File: src/rtl/bsr_load_ctrl_pkg.sv
// Shared constants for the bidirectional shift register load sequencer:
// FSM state encoding and shift-direction codes.
package bsr_load_ctrl_pkg;

  typedef logic [1:0] state_t;

  localparam state_t S_IDLE  = 2'd0;
  localparam state_t S_SHIFT = 2'd1;
  localparam state_t S_CHECK = 2'd2;
  localparam state_t S_DONE  = 2'd3;

  localparam logic DIR_RIGHT = 1'b0;
  localparam logic DIR_LEFT  = 1'b1;

endpackage

File: src/rtl/bsr_load_ctrl.sv
// Streams a captured parallel word serially into a BSR over WIDTH cycles,
// then reads the BSR back and reports completion with a mismatch flag.
module bsr_load_ctrl
  import bsr_load_ctrl_pkg::*;
#(
  parameter int WIDTH = 4,
  parameter int CNT_W = 3
) (
  input  logic             clk,
  input  logic             rst,
  input  logic             req_valid,
  output logic             req_ready,
  input  logic [WIDTH-1:0] req_data,
  input  logic             req_dir,
  input  logic             abort,
  output logic             sr_d,
  output logic             sr_dir,
  output logic             sr_en,
  input  logic [WIDTH-1:0] sr_out,
  output logic             done,
  output logic [WIDTH-1:0] result_data,
  output logic             mismatch
);

  localparam logic [CNT_W-1:0] LAST_CNT = CNT_W'(WIDTH - 1);

  state_t           state_q;
  state_t           state_d;
  logic [CNT_W-1:0] cnt_q;
  logic [WIDTH-1:0] data_q;
  logic             dir_q;
  logic [WIDTH-1:0] result_q;
  logic             mismatch_q;

  logic             accept;
  logic             shifting;
  logic [CNT_W-1:0] bit_idx;
  logic             sel_bit;

  assign accept   = (state_q == S_IDLE) && req_valid;
  assign shifting = (state_q == S_SHIFT);

  // NOTE: every signal assigned in always_comb gets a default first, so no
  // path through the case leaves it unassigned and no latch is inferred.
  always_comb begin
    state_d = state_q;
    case (state_q)
      S_IDLE: begin
        if (req_valid) state_d = S_SHIFT;
      end
      S_SHIFT: begin
        if (abort)                  state_d = S_IDLE;
        else if (cnt_q == LAST_CNT) state_d = S_CHECK;
      end
      S_CHECK: begin
        if (abort) state_d = S_IDLE;
        else       state_d = S_DONE;
      end
      S_DONE:  state_d = S_IDLE;
      default: state_d = S_IDLE;
    endcase
  end

  // NOTE: sequential state uses non-blocking assignments so every flop
  // samples pre-edge values regardless of statement order.
  always_ff @(posedge clk or posedge rst) begin
    if (rst) begin
      state_q <= S_IDLE;
    end else begin
      state_q <= state_d;
    end
  end

  // Counter stops at LAST_CNT; the SHIFT exit happens on that same edge.
  always_ff @(posedge clk or posedge rst) begin
    if (rst) begin
      cnt_q  <= '0;
      data_q <= '0;
      dir_q  <= DIR_RIGHT;
    end else if (accept) begin
      cnt_q  <= '0;
      data_q <= req_data;
      dir_q  <= req_dir;
    end else if (shifting && !abort && (cnt_q != LAST_CNT)) begin
      cnt_q <= cnt_q + CNT_W'(1);
    end
  end

  // Readback is taken only when CHECK completes; an abort leaves it untouched.
  always_ff @(posedge clk or posedge rst) begin
    if (rst) begin
      result_q   <= '0;
      mismatch_q <= 1'b0;
    end else if ((state_q == S_CHECK) && !abort) begin
      result_q   <= sr_out;
      mismatch_q <= (sr_out != data_q);
    end
  end

  // Right shifts enter at the MSB, so LSB goes first; left shifts send MSB first.
  always_comb begin
    bit_idx = (dir_q == DIR_LEFT) ? (LAST_CNT - cnt_q) : cnt_q;
    sel_bit = 1'b0;
    for (int i = 0; i < WIDTH; i++) begin
      if (bit_idx == CNT_W'(i)) sel_bit = data_q[i];
    end
  end

  assign sr_en       = shifting;
  assign sr_dir      = shifting & dir_q;
  assign sr_d        = shifting & sel_bit;
  assign req_ready   = (state_q == S_IDLE);
  assign done        = (state_q == S_DONE);
  assign result_data = result_q;
  assign mismatch    = mismatch_q;

endmodule

File: config.mk
export PLATFORM = sky130hd
export DESIGN_NAME = bsr_load_ctrl
export DESIGN_NICKNAME = d
export VERILOG_FILES = /design/src/rtl/bsr_load_ctrl_pkg.sv /design/src/rtl/bsr_load_ctrl.sv
export SDC_FILE = /design/constraint.sdc
export NUM_CORES = 1
export LEC_CHECK = 0
export ABC_AREA = 1
export CAP_MARGIN = 20
export CORE_UTILIZATION = 53
export CTS_BUF_LIST = sky130_fd_sc_hd__clkbuf_2
export DETAILED_ROUTE_END_ITERATION = 10
export GPL_TIMING_DRIVEN = 0
export MAX_ROUTING_LAYER = met4
export PLACE_DENSITY_LB_ADDON = 0.08
export SLEW_MARGIN = 10
export SYNTH_ARGS = -nofsm -noshare
export SYNTH_HDL_FRONTEND = slang
export SYNTH_SLANG_ARGS = --single-unit
File: constraint.sdc
create_clock -name clk -period 2.98 [get_ports clk]
set_clock_uncertainty 0.15 [all_clocks]
set_input_delay 0.447 -clock clk [delete_from_list [all_inputs] [get_ports clk]]
set_output_delay 0.447 -clock clk [all_outputs]
set_load 0.03 [all_outputs]
==> results.ini <==
[critical_path]
path_cells=inv_1, nand2_1, nand2_1, nand2_1, nand2_1, nor2_1, nor2_1, clkdlybuf4s50_1
cp_slowest_cell=clkdlybuf4s50_1
cp_data_arrival_time_ns=1.99
setup.worst_path.class=register to output pin
required_ns=2.38
crit_family=buffers and inverters
critPathBufInv=2
crit_fanout=5
crit_path_end_kind=output pin
startpoint_type=register
critPathMaxStageDelay_ns=0.67
cpMostUsedCell=nand2_1

[placed_design]
dp_hpwl_um=1264
place_congestion=0.8025
io_buffers=22
placed_area_um2=1089
preCtsSetupSlack_ns=0.7628

[synthesis]
ys_seq_area_frac=0.4425
synth.top_cell.area_share=0.4425
synthDistinctLibCells=19
synthCells=111
synth_edf_count=0
syn_avg_cell_area_um2=7.642
netlist_top_cells_area=dfrtp_1 (44%), nand2_1 (16%), inv_1 (6.2%), nor2_1 (6.2%), a21oi_2 (6.2%)
synth.ff_latch_count=15
synth_area_leader_cell=dfrtp_1
syn-num-nets=125
synth_ff_type=dfrtp_1
async_flop_share=1.000
ys_top_cells_by_count=nand2_1 (36), dfrtp_1 (15), inv_1 (14), nor2_1 (14)
synthMostInstantiatedCell=nand2_1
netlist_area_um2=848.3
ys_warn_count=0

[sta]
setup_viol=0
final-max-slew-violation-count=0
setup_tns_ns=0
setup_ws_ns=0.3961
worstMarginPinSlew_ns=0.5634
rsz0062_at_grt=false
period_needed_ns=2.584
max-slew-margin-rel=0.6240
post-route-period-util=0.8671
hold_violations=0
fmax_mhz=387.0

[status]
status=finished, final reports clean

[floorplanning]
dieWidth_um=42.01
initial_core_util=0.5631
die_area_um2=1764
io_pins=23
rows=14
core_region_area_um2=1506
die_h_um=42.01

[clock_tree]
numCtsBuffers=3
cts_sinks=15
post_cts_buffers=0
htreeDepth=1
cts_resized=0
clk-insertion-delay-late_ns=0.30
clk_path_buf_depth=2
cts-root-buf=clkbuf_2
cts_hold_buf=0
clk_pin_slew_ns=0.15
cts_tree=done

[final_layout]
area_growth_pct=30.68
final_area_um2=1109
fillCellCount=123
utilization=0.7359
antenna_cells=0
drive_above_1_share=0.1679
finalNetCount=152

[global_route]
grt_pass1_wl_um=3077
grt_max_degree=16
gr-total-overflow=0
grt_pass1_vias=706
antenna_found_initial=0
grtUsageTotal=0.2509

[route]
ant_nets=0
wl_per_cell_um=11.29
avgViaCountPerCell=4.922
vias=753
wirelength_um=1727
dr.first_iter.drc_count=28
drc=0
dr.pass1.iters=4

[power_and_ir_drop]
power.density_nw_per_um2=1058
ir_worst_vdd_uv=612.5
power.leakage_nw=0.5875

[run]
maxCapViolations=0

[min_path]
min_path_type=input pin to async pin

==> placed cells by master (no fill, tap or decap), types with 2 or more instances in the layout <==
cell type and instances:
inv_1 14, nand2_4 2, inv_2 3, a21oi_2 6, clkbuf_2 4, nor2_1 14, nand2_1 36, dfrtp_1 15
nor2_2 2, clkdlybuf4s50_1 22, nand3_1 6, o21ai_1 4
==> power by group <==
part	switching (mW)	total (mW)	internal, mW	leakage [nW]
registers	0.0782	0.372	0.293	0.182
clock network	0.0699	0.105	0.0356	0.0166
logic	0.421	0.696	0.276	0.389
total	0.569	1.17	0.604	0.587
==> kinds of logic after synthesis <==
family / Yosys count / synth area share
AOI/OAI and AO/OA: 11 / 0.09144
adders and majority gates: 1 / 0.01475
and+or+nand+nor: 64 / 0.3422
DFF: 15 / 0.4425
xor gates and xnor gates: 1 / 0.01033
buffers and inverters: 19 / 0.09882
==> final timing paths <==
kind / depth (start not counted) / slack [ns] / start / endpoint
setup / recovery: 8 / 0.40 / cnt_q[1] / sr_d
hold / removal: 2 / 0.33 / rst / mismatch
setup reg to reg: 4 / 1.66 / state_q[0] / result_data[0]
hold reg to reg: 2 / 0.34 / mismatch / mismatch
max in group asynchronous: 2 / 1.99 / rst / data_q[3]
min in group clk: 2 / 0.34 / mismatch / mismatch
==> worst reg2reg max path: cells and delay by family (launching register included) <==
family	cells	cell delay [ns]
compound gates	1	0.06
buf+inv	1	0.16
flops	1	0.46
simple gates	2	0.39
==> state kept, by name (all words and copies together) (netlist names) <==
name / flops
result_data: 4
data_q: 4
state_q: 2
mismatch: 1
cnt_q: 3
dir_q: 1
==> metrics by stage <==
stage | total power [mW] | instances | hold slack (ns)
CTS | 1.181 | 153 | 0.3425
floorplan | 0.8477 | 111 | 0.1985
global route | 1.273 | 153 | 0.3669
finish | 1.173 | 153 | 0.3287
detailed placement | 1.072 | 149 | 0.3140
global placement | 1.052 | 149 | 0.3145
==> metal layers <==
| layer | up-vias | global-route usage | routed length (um) |
|---|---|---|---|
| li1 | 388 | - | - |
| met1 | 340 | 0.3003 | 780 |
| met2 | 20 | 0.3969 | 849 |
| met3 | 5 | 0.05172 | 55 |
| met4 | 0 | 0.1355 | 42 |
| met5 | - | - | 0 |
==> final cells by class <==
cell class / instances / area (um2) / area share
clock buffers: 4 / 20.02 / 0.01806
inverters: 18 / 72.57 / 0.06546
well taps: 16 / 20.02 / 0.01806
multi-input cells: 77 / 389.1 / 0.3510
repair buffers: 22 / 220.2 / 0.1986
flip-flops and latches: 15 / 375.4 / 0.3386
plain buffers: 1 / 11.26 / 0.01016
Note: power is estimated with default switching activity, not from simulation.
